### src/rtl/mult_seq.sv
// Multi-cycle shift-add multiplier (MUL/MULH/MULHU/MULHSU), K multiplier bits per cycle.
// Optional MULT_SEQ_ZERO_SKIP_EN: a zero operand bypasses the iterations.
module mult_seq #(
  parameter int DATA_ALU = 32,
  parameter int K        = 1
) (
  input  logic                I_CLK,
  input  logic                I_RST,
  input  logic                I_VLD,
  output logic                O_RDY,
  input  logic [DATA_ALU-1:0] I_A,
  input  logic [DATA_ALU-1:0] I_B,
  input  logic [1:0]          I_MODE,
  output logic                O_VLD,
  input  logic                I_RDY,
  output logic [DATA_ALU-1:0] O_RSL
);

  localparam int N  = DATA_ALU / K;
  localparam int CW = (N > 1) ? $clog2(N) : 1;
  localparam int PW = 2 * DATA_ALU;

  typedef enum logic [1:0] {IDLE, CALC, FIX, DONE} state_t;

  state_t                state, state_nxt;
  logic [PW-1:0]         acc;
  logic [DATA_ALU-1:0]   mcand, mplier;
  logic                  neg, hi, fix_out;
  logic [CW-1:0]         cnt;
  logic                  neg_a, neg_b;
  logic [DATA_ALU-1:0]   mag_a, mag_b;
  logic [PW-1:0]         pp;
  logic [31:0]           shamt;
  logic                  zero_op;

  // Only MULH treats B as signed; MULH and MULHSU treat A as signed.
  assign neg_a = (I_MODE == 2'b01 || I_MODE == 2'b11) && I_A[DATA_ALU-1];
  assign neg_b = (I_MODE == 2'b01) && I_B[DATA_ALU-1];
  assign mag_a = neg_a ? (~I_A + 1'b1) : I_A;
  assign mag_b = neg_b ? (~I_B + 1'b1) : I_B;

`ifdef MULT_SEQ_ZERO_SKIP_EN
  assign zero_op = (I_A == '0) || (I_B == '0);
`else
  assign zero_op = 1'b0;
`endif

  assign shamt = 32'(cnt) * 32'(K);
  assign pp    = ({{DATA_ALU{1'b0}}, mcand} * {{(PW-K){1'b0}}, mplier[K-1:0]}) << shamt;
  assign O_RDY = (state == IDLE);

  always_ff @(posedge I_CLK) begin
    if (I_RST) state <= IDLE;
    else       state <= state_nxt;
  end

  always_comb begin
    state_nxt = state;
    case (state)
      IDLE: if (I_VLD) state_nxt = zero_op ? FIX : CALC;
      CALC: if (cnt == CW'(N - 1)) state_nxt = FIX;
      FIX:  if (fix_out) state_nxt = DONE;
      DONE: if (I_RDY) state_nxt = IDLE;
      default: state_nxt = IDLE;
    endcase
  end

  // FIX spans two edges: sign correction of acc, then the registered result load.
  // A zero-skip request enters FIX already in the load phase with acc cleared.
  always_ff @(posedge I_CLK) begin
    if (I_RST) begin
      acc     <= '0;
      mcand   <= '0;
      mplier  <= '0;
      neg     <= 1'b0;
      hi      <= 1'b0;
      fix_out <= 1'b0;
      cnt     <= '0;
      O_VLD   <= 1'b0;
      O_RSL   <= '0;
    end else begin
      case (state)
        IDLE: if (I_VLD) begin
          mcand   <= mag_a;
          mplier  <= mag_b;
          neg     <= neg_a ^ neg_b;
          hi      <= (I_MODE != 2'b00);
          acc     <= '0;
          cnt     <= '0;
          fix_out <= zero_op;
        end
        CALC: begin
          acc    <= acc + pp;
          mplier <= mplier >> K;
          cnt    <= (cnt == CW'(N - 1)) ? '0 : cnt + 1'b1;
        end
        FIX: begin
          if (!fix_out) begin
            acc     <= neg ? (~acc + 1'b1) : acc;
            fix_out <= 1'b1;
          end else begin
            O_RSL <= hi ? acc[PW-1:DATA_ALU] : acc[DATA_ALU-1:0];
            O_VLD <= 1'b1;
          end
        end
        DONE: if (I_RDY) O_VLD <= 1'b0;
        default: ;
      endcase
    end
  end

endmodule
### config.mk
export PLATFORM = sky130hd
export DESIGN_NAME = mult_seq
export DESIGN_NICKNAME = d
export VERILOG_FILES = /design/src/rtl/mult_seq.sv
export SDC_FILE = /design/constraint.sdc
export NUM_CORES = 1
export LEC_CHECK = 0
export CORE_UTILIZATION = 61
export DETAILED_ROUTE_END_ITERATION = 16
export GPL_ROUTABILITY_DRIVEN = 0
export PLACE_DENSITY = 0.82
export SLEW_MARGIN = 20
export SYNTH_ARGS = -nofsm -noshare
export SYNTH_HDL_FRONTEND = slang
export SYNTH_SLANG_ARGS = --single-unit
export TNS_END_PERCENT = 20
### constraint.sdc
create_clock -name I_CLK -period 6.51 [get_ports I_CLK]
set_clock_uncertainty 0.15 [all_clocks]
set_input_delay 1.302 -clock I_CLK [delete_from_list [all_inputs] [get_ports I_CLK]]
set_output_delay 1.302 -clock I_CLK [all_outputs]
set_load 0.005 [all_outputs]
==> results by group <==
STA
  • Fin crit share: approximately nine tenths
  • Worst-margin pin slew: ~1.1 ns
  • Tmin final: roughly 6 ns
  • Setup total negative slack: 0 ns
  • Setup ws final: around 0.67 ns
  • Max-slew violation count: 0
  • Final Hold Violating Endpoints: 0
  • Fmax: approximately 0.17 GHz
  • Setup violators final: 0
  • Max-slew headroom: between 20% and 30%
  • Unrepaired setup endpoints after global routing: false

Synth
  • Mux cell area share after synthesis: roughly 8%
  • Yosys warns: 0
  • Post-Synth Simple-Gate Area: a little under a quarter
  • Post-synthesis cell count: between 2k and 2.5k
  • Share of the synthesized area in the top cell type: between 20% and 30%
  • EDFF count, synth: 0
  • Syn avg cell area: between 7 and 8 um^2
  • Compound-Gate Fraction of Synth Area: ~27%
  • Post-synthesis cell area: ~15000 um^2
  • Post-synth top flop: dfxtp_1
  • Top-count cell post-synth: nor2_1
  • Syn_nets: approximately 2.2k
  • Yosys top cell by area: dfxtp_1
  • Top post-synthesis cells by area: dfxtp_1 22%, ha_1 6.6%, nor2_1 6.4%
  • Fraction of registers with async set/reset: 0%
  • Yosys reg bits: approximately 170
  • Adder-cell share of the synthesized area: 6.72%
  • Post-synth top cells: 262 x nor2_1, 223 x nand2_1, 182 x a21oi_1
  • Largest family of logic cells by synthesized area: compound AO/OA/AOI/OAI gates
  • Sequential area share after synthesis: 22.3%
  • Post-Synth XOR/XNOR Area: 7.52%
  • Yosys cell types: around 80

Run status
  • Status: complete, no violations

Clocking
  • Clk slew on worst S/H paths: about 0.080 ns
  • Root Driver: clkbuf_16
  • Num CTS Buffers: 17
  • H-tree Lvls: 4
  • Post-CTS Resized: 0
  • Clock sink total: approximately 170
  • Hold buffers post-CTS: 0
  • Postcts setup bufs: 0
  • CTS tree: yes
  • Clk_lat worst skew: ~0.45 ns
  • Largest buffer count on any clock path: 2

Pwr
  • Leak: ~6.3 nW
  • Clock power frac: between 20 and 30%
  • Internal: about 2.4 mW
  • Sequential Power Share: 32.8%
  • Switching power of the nets: 1.81 mW
  • Worst vdd ir: approximately 220 uV
  • Pwr per Cell Area: approximately 250 nW/um^2
  • Logic pwr share: approximately 41%
  • Switching Share: 42.9%

Layout
  • Nets: 2245
  • Multi-input logic area: around 11000 um^2
  • Area delta synth->final: 10.9%
  • # diodes: 0
  • Storage cell area: 3430 um^2
  • Filler instances: about 2.1k
  • Layout cells sized above 1: a little under 6%

GRT
  • Pin count of the biggest net entering global routing: 94
  • Antenna violations before repair: 0
  • Number of global-route vias before repair: roughly 15k
  • Grt total ovfl: 0
  • Wire length of the first global-routing pass: ~80 mm
  • Total track usage: roughly two fifths

Drt
  • WL final: 50.6 mm
  • Wirelength per Cell: between 20 and 25 um
  • First drt pass iteration count: 8
  • Drt first-iter violations: 2435
  • ANT nets after route: 0
  • Total number of vias: ~17k
  • Vias/cell: between 6 and 7
  • Drc violations: 0

Floorplan
  • Die Y: 161 um
  • Die W: 161 um
  • Row count: 57
  • Die area: ~26000 um^2
  • Num ports: approximately 100
  • Initial Util: between 60% and 70%
  • Core ar.: 24500 um^2

Run
  • Max_cap viols: 0

Worst setup path
  • Required @ worst endpoint: around 6.6 ns
  • FF-to-FF path depth: 18
  • Critical Path Sink Type: flop
  • Critical path class: flop to flop
  • Setup crit start kind: flop
  • Worst EP arrival: between 5 and 6 ns
  • CP max FO: 29

Place
  • I/O Buffers: around 100
  • Post-place setup slack: roughly 0.88 ns
  • Post-DP HPWL: between 30 and 40 mm

Min path
  • WHS Path Cells: 2
  • Worst Hold Class: flop to flop
## flip-flops by register name, summed over array words and instances (netlist names)
signal and flops:
acc 64, O_RSL 32, mcand 32, mplier 32, cnt 5, state 2
O_VLD 1, fix_out 1, hi 1, neg 1
## power groups by stage
stage / combinational, mW / clock [mW] / sequential, mW
CTS: 1.69 / 1.09 / 1.37
finish: 1.75 / 1.09 / 1.38
global route: 1.88 / 1.13 / 1.40
detailed placement: 1.68 / 0 / 1.40
floorplan: 1.27 / 0 / 1.29
global placement: 1.64 / 0 / 1.38
## cells by family after synthesis
group / Yosys count
and+or+nand+nor: 767
AOI/OAI and AO/OA: 668
buffers and inverters: 181
DFF: 171
xor gates and xnor gates: 132
muxes: 93
adders and majority gates: 82
## placed cells by master (no fill, tap or decap), types with 9 or more instances in the layout
| cell type | count |
|---|---|
| a211oi_1 | 66 |
| a21o_1 | 44 |
| a21oi_1 | 182 |
| a22oi_1 | 37 |
| a311oi_1 | 9 |
| a31oi_1 | 20 |
| and2_1 | 12 |
| and3_1 | 9 |
| buf_4 | 23 |
| clkbuf_16 | 17 |
| clkdlybuf4s50_1 | 102 |
| dfxtp_1 | 169 |
| ha_1 | 80 |
| inv_1 | 33 |
| mux2i_1 | 63 |
| mux4_2 | 25 |
| nand2_1 | 223 |
| nand2b_1 | 16 |
| nand3_1 | 39 |
| nand4_1 | 36 |
| nor2_1 | 261 |
| nor3_1 | 66 |
| nor4_1 | 20 |
| o211ai_1 | 21 |
| o21ai_0 | 149 |
| o21bai_1 | 21 |
| o22ai_1 | 34 |
| o31ai_1 | 16 |
| or3_1 | 25 |
| or4_1 | 11 |
| xnor2_1 | 83 |
| xor2_1 | 49 |
## final cells by class
cell class,count,area share [%]
well taps,324,2.38
clock buffers,19,2.66
flip-flops and latches,171,20.1
repair buffers,125,7.00
inverters,36,0.793
clock inverters,13,0.888
multi-input cells,1742,66.2
## critical path, stage by stage, from the launching register on
cell and delay (ns):
dfxtp_2 0.79, buf_4 0.39, mux4_2 0.53, nand2_1 0.10
nor2_1 0.04, a31o_2 0.27, mux2i_1 0.32, o22ai_1 0.16
ha_1 0.39, nand4_1 0.20, nor4_1 0.53, nand3_1 0.16
o221ai_1 0.38, a211oi_1 0.24, a21oi_1 0.29, a21oi_1 0.18
xnor2_1 0.17, a222oi_1 0.30, nor3_1 0.08
## through the flow
stage	total power, mW	cell area, um^2	hold WS [ns]	utilization, %	cells
2_1_floorplan	2.56	15400	0.279	-	2094
3_3_place_gp	3.02	16400	0.287	67.0	2398
3_5_place_dp	3.07	16400	0.295	67.0	2398
4_1_cts	4.16	17000	0.302	69.5	2430
5_1_grt	4.41	17000	0.331	69.5	2430
6_report	4.22	17000	0.301	69.5	2430
## per-layer routing
metal | GRT usage, % | wire length, um | vias to the layer above
li1 | - | - | 7741
met1 | 48.7 | 19600 | 7492
met2 | 60.6 | 22100 | 1132
met3 | 10.7 | 5940 | 236
met4 | 19.6 | 2880 | 0
met5 | 0 | 0 | -
## path summary, 6_finish.rpt
kind	startpoint	to	slack (ns)
setup / recovery	cnt[0]$_SDFFE_PP0P_	acc[55]$_SDFFE_PP0P_	0.67
hold / removal	mplier[4]$_SDFFE_PP0P_	mplier[4]$_SDFFE_PP0P_	0.30
setup reg to reg	cnt[0]$_SDFFE_PP0P_	acc[55]$_SDFFE_PP0P_	0.67
hold reg to reg	mplier[4]$_SDFFE_PP0P_	mplier[4]$_SDFFE_PP0P_	0.30
No activity file was read; power rests on OpenSTA's default activity.
==> edit 1 (same settings) <==
The parameter `DATA_ALU` goes from 32 to 16.
--- a/src/rtl/mult_seq.sv
+++ b/src/rtl/mult_seq.sv
@@ -1,7 +1,7 @@
 // Multi-cycle shift-add multiplier (MUL/MULH/MULHU/MULHSU), K multiplier bits per cycle.
 // Optional MULT_SEQ_ZERO_SKIP_EN: a zero operand bypasses the iterations.
 module mult_seq #(
-  parameter int DATA_ALU = 32,
+  parameter int DATA_ALU = 16,
   parameter int K        = 1
 ) (
   input  logic                I_CLK,
Ports: changed (resized I_A, I_B and O_RSL); port bits go from 104 to 56. No check against the original RTL was run, so the function may have changed too.
==> edit 1 against the original RTL <==
Routed wire length down 58%. Highest routed layer unchanged. Worst hold slack gained 0.0041 ns. Synthesized area down 49%. Combinational power decreased by 53%. Power is 51% lower. Critical path type unchanged. Sequential cell count fell by 81. Final area decreased by 49%. Setup slack improved by 1.6 ns.
==> edit 1: results (changes against the original RTL) <==
* Num CTS Buffers at 9 (was 17)
* Status: complete, no violations (unchanged)
* Mean Syn Cell Area at 7.51 um2 (was 7.34 um2)
* Post-Layout Cell Count at 1217 (was 2430)
* Routed WL at 21.2 mm (was 50.6 mm)
* Htree depth at 3 (was 4)
* Met3 GRT Util at 0.0506 (was 0.107)
* Skew-Pair Late Insertion Delay at 0.36 ns (was 0.45 ns)
* Critical Path AT at 4.26 ns (was 5.97 ns)
* Largest net degree at the start of global routing at 74 (was 94)
* Layout cells sized above 1 at 0.0677 (was 0.0589)
* First-pass GRT wire length at 35.0 mm (was 79.9 mm)
* Worst-margin pin slew at 1.08 ns (was 1.10 ns)
* Synth area leaders: dfxtp_1, ha_1, nor2_1 (unchanged)
* Crit-path max cell delay at 0.87 ns (was 0.79 ns)
* Number of global-route vias before repair at 6956 (was 15300)
* YS warnings at 0 (unchanged)
* Met2 Track Usage GR at 0.539 (was 0.606)
* Sequential share of the synthesized area at 0.232 (was 0.223)
* Syn Nets at 1117 (was 2246)
* Total GRT Usage at 0.336 (was 0.387)
* PortBufs at 55 (was 103)
* HPWL Detailed at 15.9 mm (was 38.0 mm)
* First drt pass iteration count at 5 (was 8)
* Initial DRC Count at 684 (was 2435)
* Hold path start: mplier[3] (was mplier[4])
* Max reg flops at 32 (was 64)
* Vias post-DR at 7868 (was 16600)
* Synth top cells by count: nor2_1, nand2_1, dfxtp_1, a21oi_1, o21ai_0 (was nor2_1, nand2_1, a21oi_1, dfxtp_1, o21ai_0)
* Switching pwr at 827 uW (was 1810 uW)
* Cell variety after synth at 74 (was 79)
* Crit-path slowest cell: dfxtp_1 (was dfxtp_2)
* Leak at 0.00328 uW (was 0.00632 uW)
* GRT met1 Usage at 0.445 (was 0.487)
* VDD IR max at 200 uV (was 215 uV)
## edit 1: cell count changes after synthesis, sizes merged, moves of 29 or more
cell,unedited run,this run
nor2,262,121
nand2,223,112
a21oi,182,79
o21ai,153,64
dfxtp,171,90
clkbuf,118,48
xnor2,83,19
mux2i,63,22
ha,81,43
a211oi,67,33
nor3,69,35
a21o,44,15
## edit 1: final cells by class
| class | instances | area, um2 |
|---|---|---|
| Multi-Input combinational cell | 849 | 5590 |
| Fill cell | 1039 | 3580 |
| Inverter | 30 | 113 |
| Tap cell | 168 | 210 |
| Clock buffer | 10 | 229 |
| Timing Repair Buffer | 65 | 621 |
| Sequential cell | 90 | 1800 |
| Clock inverter | 5 | 62.6 |
## edit 1: through the flow
stage	cell area, um2	setup WS, ns
2_1_floorplan	7780	2.69
3_3_place_gp	8330	2.13
3_5_place_dp	8330	2.09
4_1_cts	8630	2.08
5_1_grt	8630	2.03
6_report	8630	2.30
## edit 1: path summary, 6_finish.rpt
kind         slack (ns)        end  depth (start not counted)
min reg2reg        0.30  mplier[3]                          2
max                2.30    acc[21]                         12
max reg2reg        2.30    acc[21]                         12
min                0.30  mplier[3]                          2
## edit 1: logic make-up (layout without fill, tap and decap cells)
kind of cell | after synthesis | after routing | share of synthesized area
adders and majority gates | 44 | 44 | 0.0718
xor gates and xnor gates | 45 | 45 | 0.0507
and+or+nand+nor | 387 | 387 | 0.241
DFF | 90 | 90 | 0.232
muxes | 39 | 39 | 0.0674
AOI/OAI and AO/OA | 334 | 334 | 0.288
buffers and inverters | 96 | 110 | 0.0496
## edit 1: layer usage
layer | vias up | routed length (um) | share of wire
li1 | 3863 | - | -
met1 | 3605 | 9350 | 0.44
met2 | 329 | 9550 | 0.45
met3 | 71 | 1450 | 0.069
met4 | 0 | 810 | 0.038
met5 | - | 0 | 0
## edit 1: tightest hold or removal path: stages, from the launching register on
cell and delay, ns:
dfxtp_1 0.31, nand2_1 0.05, a21oi_1 0.05
## edit 1: power groups by stage
stage,clock [uW],sequential [uW],combinational (uW)
final,528,719,819
after detailed placement,0,728,805
after CTS,530,717,810
after global placement,0,726,792
after global routing,555,733,896
after floorplan,0,678,618
==> edit 2 (same flow settings) <==
Made on the original files. Encoding of `state_t`: now one-hot (4 bits for 4 states).
--- a/src/rtl/mult_seq.sv
+++ b/src/rtl/mult_seq.sv
@@ -20,7 +20,7 @@
   localparam int CW = (N > 1) ? $clog2(N) : 1;
   localparam int PW = 2 * DATA_ALU;
 
-  typedef enum logic [1:0] {IDLE, CALC, FIX, DONE} state_t;
+  typedef enum logic [3:0] {IDLE = 4'b0001, CALC = 4'b0010, FIX = 4'b0100, DONE = 4'b1000} state_t;
 
   state_t                state, state_nxt;
   logic [PW-1:0]         acc;
Formal check against the unedited RTL: same outputs for any inputs over 10 cycles, from zero or initial values and one cycle with I_RST high; not proved beyond that.
==> edit 2 against the original RTL <==
Critical path depth down 3. Global-route usage fell by 0.74 points. Final area is essentially flat. Sequential cell count increased by 2. Routed wire length shrank 1.1%. Synthesized area grew 0.64%. Setup slack better by 0.39 ns. Critical endpoint is now acc[51].
Power is not compared: it rests on default switching activity, and its combinational part moved more than twofold at a synthesized area within 25%.
==> edit 2: results (changes against the original RTL) <==
* Post-synthesis compound-gate area fraction at 0.286 (was 0.273)
* Avg WL per Cell at 20.5 um (was 20.8 um)
* Seq cells post-synth at 173 (was 171)
* Crit-path max cell delay at 0.91 ns (was 0.79 ns)
* Inverters at 32 (was 36)
* Hold path start: mplier[5] (was mplier[4])
* Layout cells sized above 1 at 0.0564 (was 0.0589)
* Met3 wire len at 6.26 mm (was 5.94 mm)
* Status: complete, no violations (unchanged)
* Critical Path AT at 5.65 ns (was 5.97 ns)
* Met3 GRT Util at 0.0840 (was 0.107)
* Syn Nets at 2252 (was 2246)
* Met1 WL at 19.8 mm (was 19.6 mm)
* DP Worst Slack at 1.20 ns (was 0.878 ns)
* Register Area at 3470 um2 (was 3430 um2)
* R2R cell count at 15 (was 18)
* HPWL Detailed at 37.0 mm (was 38.0 mm)
* NonClk Buf Share at 0.0694 (was 0.0700)
* R2r endpoint: acc[51] (was acc[55])
* Non-CTS buffers at 122 (was 125)
* Mean Syn Cell Area at 7.34 um2 (about the same)
* Post-Synth Adder-Cell Area at 0.0611 (was 0.0672)
* Synth area leaders: dfxtp_1, nor2_1, ha_1 (was dfxtp_1, ha_1, nor2_1)
* Multiplexer share of the synthesized area at 0.0741 (was 0.0813)
* Met2 WL at 20.9 mm (was 22.1 mm)
* Sequential share of the synthesized area at 0.224 (was 0.223)
[edit 2: cell count changes in the layout (fill, tap and decap cells not counted), moves of 11 or more]
cell | before | now
nand2_1 | 223 | 194
xnor2_1 | 83 | 45
a22oi_1 | 37 | 56
o211ai_1 | 21 | 7
nand3_1 | 39 | 59
a211oi_1 | 66 | 77
[edit 2: metrics by stage]
step,utilization,total power [uW],instances,hold WS (ns)
after floorplan,-,1710,2107,0.282
after global placement,0.669,1920,2402,0.291
after detailed placement,0.669,1940,2402,0.301
after CTS,0.693,2950,2433,0.313
after global routing,0.693,3090,2433,0.327
final,0.693,2980,2433,0.309
[edit 2: power by group through the flow]
stage               clock network (uW)  registers [uW]  logic, uW
floorplan                            0            1180        535
global placement                     0            1230        689
detailed placement                   0            1230        708
CTS                               1030            1210        714
global route                      1080            1220        797
finish                            1030            1210        735
